**config.mk**
```make
export PLATFORM = sky130hd
export DESIGN_NAME = regfile_stack_ctrl
export DESIGN_NICKNAME = d
export VERILOG_FILES = /design/src/rtl/regfile_stack_ctrl.sv
export SDC_FILE = /design/constraint.sdc
export NUM_CORES = 1
export LEC_CHECK = 0
export CAP_MARGIN = 15
export CELL_PAD_IN_SITES_DETAIL_PLACEMENT = 0
export CELL_PAD_IN_SITES_GLOBAL_PLACEMENT = 2
export CORE_ASPECT_RATIO = 1.25
export CORE_MARGIN = 2
export CORE_UTILIZATION = 24
export DETAILED_ROUTE_END_ITERATION = 8
export GPL_TIMING_DRIVEN = 0
export PLACE_DENSITY_LB_ADDON = 0.2
export SYNTH_ARGS = -nofsm -noshare
export SYNTH_HDL_FRONTEND = slang
export SYNTH_SLANG_ARGS = --single-unit
```
**constraint.sdc**
```tcl
create_clock -name clk_i -period 2 [get_ports clk_i]
set_clock_uncertainty 0.15 [all_clocks]
set_input_delay 0.2 -clock clk_i [delete_from_list [all_inputs] [get_ports clk_i]]
set_output_delay 0.2 -clock clk_i [all_outputs]
set_load 0.01 [all_outputs]
```
**src/rtl/regfile_stack_ctrl.sv**
```systemverilog
// Push/pop sequencer for the stacked register file on interrupt entry and mret.
// Single-cycle stack commands, fetch stall, level tracking and sticky over/underflow flags.
module regfile_stack_ctrl #(
    parameter int Depth      = 4,
    parameter int LevelWidth = $clog2(Depth + 1)
) (
    input  logic                  clk_i,
    input  logic                  rst_i,
    input  logic                  entry_req_i,
    input  logic                  exit_req_i,
    input  logic                  clear_err_i,
    output logic [1:0]            command_o,
    output logic                  stall_o,
    output logic                  ack_o,
    output logic [LevelWidth-1:0] level_o,
    output logic                  full_o,
    output logic                  empty_o,
    output logic                  overflow_o,
    output logic                  underflow_o,
    output logic [1:0]            state_o
);

    // Handshake: entry_req_i / exit_req_i act as valid and are held until ack_o;
    // ack_o is the one-cycle ready/completion pulse, and requests are only sampled in IDLE.

    typedef enum logic [1:0] {
        IDLE = 2'd0,
        PUSH = 2'd1,
        POP  = 2'd2,
        DONE = 2'd3
    } state_t;

    localparam logic [1:0] CmdNone = 2'd0;
    localparam logic [1:0] CmdPush = 2'd1;
    localparam logic [1:0] CmdPop  = 2'd2;

    localparam logic [LevelWidth-1:0] LevelMax = LevelWidth'(Depth);
    localparam logic [LevelWidth-1:0] LevelOne = LevelWidth'(1);

    state_t state;

    assign full_o  = (level_o == LevelMax);
    assign empty_o = (level_o == '0);
    assign state_o = state;

    // Outputs are registered alongside the state, so each one is the value for the state being entered.
    always_ff @(posedge clk_i or negedge rst_i) begin
        if (!rst_i) begin
            state       <= IDLE;
            command_o   <= CmdNone;
            stall_o     <= 1'b0;
            ack_o       <= 1'b0;
            level_o     <= '0;
            overflow_o  <= 1'b0;
            underflow_o <= 1'b0;
        end else begin
            command_o <= CmdNone;
            ack_o     <= 1'b0;
            stall_o   <= 1'b1;

            // Placed before the case so that a same-cycle error set overrides the clear.
            if (clear_err_i) begin
                overflow_o  <= 1'b0;
                underflow_o <= 1'b0;
            end

            case (state)
                IDLE: begin
                    if (entry_req_i && !full_o) begin
                        state     <= PUSH;
                        command_o <= CmdPush;
                    end else if (entry_req_i) begin
                        state      <= DONE;
                        overflow_o <= 1'b1;
                        ack_o      <= 1'b1;
                    end else if (exit_req_i && !empty_o) begin
                        state     <= POP;
                        command_o <= CmdPop;
                    end else if (exit_req_i) begin
                        state       <= DONE;
                        underflow_o <= 1'b1;
                        ack_o       <= 1'b1;
                    end else begin
                        stall_o <= 1'b0;
                    end
                end
                PUSH: begin
                    if (level_o != LevelMax) begin
                        level_o <= level_o + LevelOne;
                    end
                    state <= DONE;
                    ack_o <= 1'b1;
                end
                POP: begin
                    if (level_o != '0) begin
                        level_o <= level_o - LevelOne;
                    end
                    state <= DONE;
                    ack_o <= 1'b1;
                end
                DONE: begin
                    state   <= IDLE;
                    stall_o <= 1'b0;
                end
                default: begin
                    state   <= IDLE;
                    stall_o <= 1'b0;
                end
            endcase
        end
    end

endmodule

```
; ---- Word level (Yosys, flattened, before mapping)
; Index checks and enable logic that the tools add are counted.
[totals]
word_cells = 58
output_inout_bits = 13
input_bits = 5
reg_bits = 11
[classes]
n_addsub = 2
mux = 31
n_reduce_logical = 10
n_eq_ne = 8
[op_table]
columns = operator, count
row1 = $mux W1, 17
row2 = $mux W2, 8
row3 = $mux W3, 2
row4 = $pmux W2 S3, 1
row5 = $pmux W3 S2, 1
row6 = $ne A5 B5 Y1 const B, 1
row7 = $eq A2 B2 Y1 const B, 2
row8 = $ne A2 B2 Y1 const B, 2
row9 = $pmux W1 S2, 2
row10 = $add A3 B1 Y3 const B, 1
row11 = $eq A3 B3 Y1 const B, 1
row12 = $logic_not A3 Y1, 1
row13 = $ne A3 B3 Y1 const B, 1
row14 = $reduce_and A3 Y1, 1
row15 = $reduce_bool A3 Y1, 1
row16 = $sub A3 B1 Y3 const B, 1
row17 = $eq A2 B1 Y1 const B, 1
row18 = $logic_and A1 B1 Y1, 2
row19 = $logic_not A1 Y1, 2
row20 = $logic_not A2 Y1, 1
row21 = $reduce_bool A2 Y1, 1
row22 = $reduce_or A2 Y1, 1

; ---- Longest topological paths before layout
; Gate-level depths: netlist of the first run.
[logic_depth]
depth_word = 7
ltp_mapped = 7
ltp_nobuf = 7

; ---- Worst setup path before layout of the first run
; No wires, ideal clock.
[synth_path]
path_type = register to register
start = register state[0] (netlist: state_o[0])
end = register level_o[2]
setup_slack_ns = -0.098
required_ns = 1.723
setup_time_ns = 0.127
period_less_slack_ns = 2.098
t_arrival_ns = 1.821
n_path_buf = 0
path_stages_with_launch = 8
cell_sequence = dfrtp_1 -> inv_1 -> ha_1 -> inv_1 -> fa_1 -> or3b_1 -> a221oi_2 -> a31oi_1
[synth_between]
elab_chain_len = 3
word_cells_on_any_way = 7
cone_classes = eq/ne (4) / mux (1) / reduce/logical (2)
[synth_rtl]
columns = element, line
row1 = from (decl), 40  ; state_t state;
row2 = from (signal assigned), 49  ; state <= IDLE;
row3 = from (signal assigned), 70  ; state <= PUSH;
row4 = from (signal assigned), 73  ; state <= DONE;
row5 = $eq A2 B2 Y1 / $eq A2 B1 Y1 (equally long branches), 67  ; case (state)
row6 = $ne A2 B2 Y1 (no line) / $reduce_bool A2 Y1 (equally long branches), --
row7 = $reduce_and A3 Y1 (no line), --
row8 = to (signal assigned), 89  ; level_o <= level_o + LevelOne;
row9 = to (signal assigned), 96  ; level_o <= level_o - LevelOne;
row10 = to (decl), 15  ; output logic [LevelWidth-1:0] level_o,
; Parallel ways exist; a longest one is shown, timed or not.
; A chain may end at the register's enable or synchronous reset.

; ---- Final worst setup path of the first run
; Ends and elaborated chain as after synthesis.

==> summary.md, run 1 <==
| Metric | Value |
|---|---|
| Minimum clock period | `1950 ps` |
| Largest net degree at the start of global routing | `12` |
| Crit path max-delay cell type | `dfrtp_2` |
| Final period utilization | `97.3%` |
| Status | `finished clean` |
| Commonest cells after routing, fill and taps aside | `clkdlybuf4s50_1, inv_1, nand2_1, dfrtp_1` |
| First-pass GRT wire length | `2.53 mm` |
| Initial Util | `25.5%` |
| Clock sinks | `11` |
| Net switching power | `605 uW` |
| Worst reg-to-reg path cell count | `7` |
| Vias in the first global route | `520` |
| Clock Power Share | `10.6%` |
| Crit path capture type | `flop` |
| Ant diodes | `0` |
| # rows | `20` |
| Layout area overhead | `49.6%` |
| FMAX | `0.514 GHz` |
| Drt wl/cell | `12.0 microns` |
| Comb power frac | `59.4%` |
| Drt drc | `0` |
| Switching Share | `41.1%` |
| Final Setup Violations | `0` |
| Worst skew pair latency | `270 ps` |
| R2r startpoint | `state_o[0]$_DFFE_PN0P_` |
| Post-Syn Area | `626 sq um` |
| Worst-path maximum fanout | `2` |
| Max-cap violations | `0` |
| Max Transition Viols Final | `0` |
| Slew margin rel. | `65.4%` |
| RePlAce Congestion | `0.683` |
| Fillers | `287` |
| Clk pin slew, worst setup/hold paths | `80 ps` |
| Cells along the critical path | `inv_2 -> ha_4 -> inv_1 -> fa_2 -> or3b_4 -> a221oi_2 -> a31oi_1` |
| Antenna-violating nets left | `0` |
| Peak supply drop | `0.570 mV` |
| Initial antenna violation count | `0` |
| Final hold violation count | `0` |
| Ys Warns | `0` |
| Reg area | `282 sq um` |
| Worst Hold Class | `primary input to asynchronous set/reset pin` |
| Setup Crit Path Kind | `flop to flop` |
| Family with the most delay on the worst path | `adder cells` |
| H-tree depth | `1` |
| Max Root-Sink Buffers | `2` |
| Worst Setup Start Kind | `flop` |
| Worst path arrival time | `1940 ps` |
| I/O Pins | `18` |
| Share of post-route cells with drive strength above 1 | `23.6%` |
| Layout Cells excl Fill | `122` |
| RR Endpoint | `level_o[2]$_DFFE_PN0P_` |
| Cell area power density | `1570 nW/um^2` |
| Total global-route track usage | `11.3%` |
| Vias | `527` |
| Initial DRC count | `8` |
| Core area | `2450 sq um` |
| Slew @ Worst Pin | `517 ps` |
| Root buffer cell | `clkbuf_4` |
| Avg Cell Area, Syn | `9.93 sq um` |
| CTS tree | `done` |
| Post-detail-place hpwl | `1.05 mm` |
| I/O Buffers | `17` |
| Worst Path Buf+Inv | `2` |
| GR Overflow Total | `0` |
| Die Ht | `61.1 microns` |
| FF-to-FF setup slack | `50 ps` |
| Register area share after synthesis | `44.0%` |
| Internal Power | `868 uW` |
| Leak | `0.400 nW` |
| FF+latch count, synth | `11` |
| Mapped Cells | `63` |
| Total CTS buffers | `3` |
| Required time worst endpoint | `2000 ps` |
| Die Span X | `49.7 microns` |
| Pre-Repair DR Iteration Count | `4` |
| Via/cell ratio | `4.32` |
| Netlist cell types | `23` |
| Syn nets | `75` |
| Post-Route Utilization | `38.2%` |
| Multi-input gate area | `343 sq um` |
| Reg power frac | `30.0%` |
| Commonest non-fill, non-tap cell in the layout | `clkdlybuf4s50_1` |
| CP peak stage delay | `410 ps` |
| Routed wire length | `1.47 mm` |
| Nets | `102` |
| Placed insts | `113` |
| Die area | `3030 sq um` |
-- power groups by stage --
stage / sequential, mW / clock (mW) / combinational, mW
3_5_place_dp: 0.431 / 0 / 0.791
3_3_place_gp: 0.433 / 0 / 0.777
4_1_cts: 0.441 / 0.169 / 0.856
5_1_grt: 0.458 / 0.179 / 0.969
6_report: 0.442 / 0.157 / 0.874
2_1_floorplan: 0.452 / 0 / 0.449
-- worst register-to-register path: cells and delay by family (launching register included) --
kind / cells / cell delay, ps
compound gates: 2 / 270
flops: 1 / 410
simple gates: 1 / 390
fa+ha+maj: 2 / 480
buf+inv: 2 / 130
-- state kept, by name, indices dropped and copies added, names as in the netlist --
| name | count |
|---|---|
| ack_o | 1 |
| level_o | 3 |
| state_o | 2 |
| overflow_o | 1 |
| stall_o | 1 |
| underflow_o | 1 |
| command_o | 2 |
-- area by class of cell --
cell class                 count  share of cell area, %
tap                           33                   4.41
timing repair buffer          22                   22.1
clock buffer                   4                   2.81
sequential                    11                   30.1
multi-input combinational     42                   36.6
inverter                      10                   4.01
-- Yosys cell counts (all sizes together) --
| master | count | area, sq um |
|---|---|---|
| ha | 6 | 75.1 |
| a221oi | 1 | 15.0 |
| dfrtp | 11 | 275 |
| a22oi | 1 | 7.51 |
| or3b | 1 | 8.76 |
| a31oi | 2 | 12.5 |
| nand3 | 2 | 10.0 |
| a21oi | 1 | 5.00 |
| mux2i | 1 | 10.0 |
| nand2 | 6 | 22.5 |
| o22ai | 2 | 12.5 |
| nor3 | 1 | 10.0 |
| nor2b | 1 | 6.26 |
| nand3b | 1 | 7.51 |
| o21ai | 5 | 25.0 |
| fa | 1 | 20.0 |
| nor3b | 2 | 25.0 |
| inv | 10 | 37.5 |
| nor2 | 5 | 18.8 |
| or2 | 2 | 12.5 |
| xnor2 | 1 | 8.76 |
-- how the worst max path moves through the flow --
stage,from,endpoint,slack [ps],cells after the start
6_report,state_o[0]$_DFFE_PN0P_,level_o[2]$_DFFE_PN0P_,50,7
3_5_place_dp,state_o[0]$_DFFE_PN0P_,level_o[2]$_DFFE_PN0P_,-90,7
3_3_place_gp,state_o[0]$_DFFE_PN0P_,level_o[2]$_DFFE_PN0P_,-50,7
4_1_cts,state_o[0]$_DFFE_PN0P_,level_o[2]$_DFFE_PN0P_,10,7
5_1_grt,state_o[0]$_DFFE_PN0P_,level_o[2]$_DFFE_PN0P_,-8,7
2_1_floorplan,state_o[0]$_DFFE_PN0P_,level_o[2]$_DFFE_PN0P_,-8,7
-- layer usage --
layer  track usage, %  vias to the layer above  share of wire (%)
met4             9.52                        0                1.8
met5                0                        -                  0
li1                 -                      261                  -
met3             1.70                        2                3.6
met1             13.9                      250                 44
met2             17.7                       14                 50
-- logic make-up after synthesis --
logic type | after synthesis | share of synthesized area, %
simple gates | 21 | 19.4
compound gates | 12 | 12.4
flops | 11 | 44.0
buf+inv | 10 | 6.00
fa+ha+maj | 7 | 15.2
xor+xnor | 1 | 1.40
mux | 1 | 1.60
-- per-stage QoR --
| stage | hold slack (ps) | worst slack [ps] | instance area (sq um) | power [mW] | TNS, ps |
|---|---|---|---|---|---|
| finish | 119 | 54.5 | 936 | 1.47 | 0 |
| global route | 153 | -7.77 | 936 | 1.61 | -7.77 |
| CTS | 134 | 11.3 | 921 | 1.47 | 0 |
| detailed placement | 354 | -89.4 | 856 | 1.22 | -89.4 |
| global placement | 352 | -53.3 | 856 | 1.21 | -53.3 |
| floorplan | -246 | -7.89 | 644 | 0.901 | -7.89 |
-- timing repair --
| action | 4_1_cts | 5_1_grt |
|---|---|---|
| gates cloned | 0 | 0 |
| hold buffers | 0 | 0 |
| pin swaps | 0 | 3 |
| setup endpoints to repair | 3 | 2 |
| gates resized for setup | 7 | 0 |
| setup buffers | 3 | 2 |
Power figures use the tool's default switching activity.
==> run 2, diff against run 1 <==
CTS_CLUSTER_SIZE = 16   (was not set)
GPL_ROUTABILITY_DRIVEN = 0   (was not set)
HOLD_SLACK_MARGIN = 0.03   (was not set)
==> results of run 2 <==
No change in the layout: final DEF, timing and power equal those of run 1.
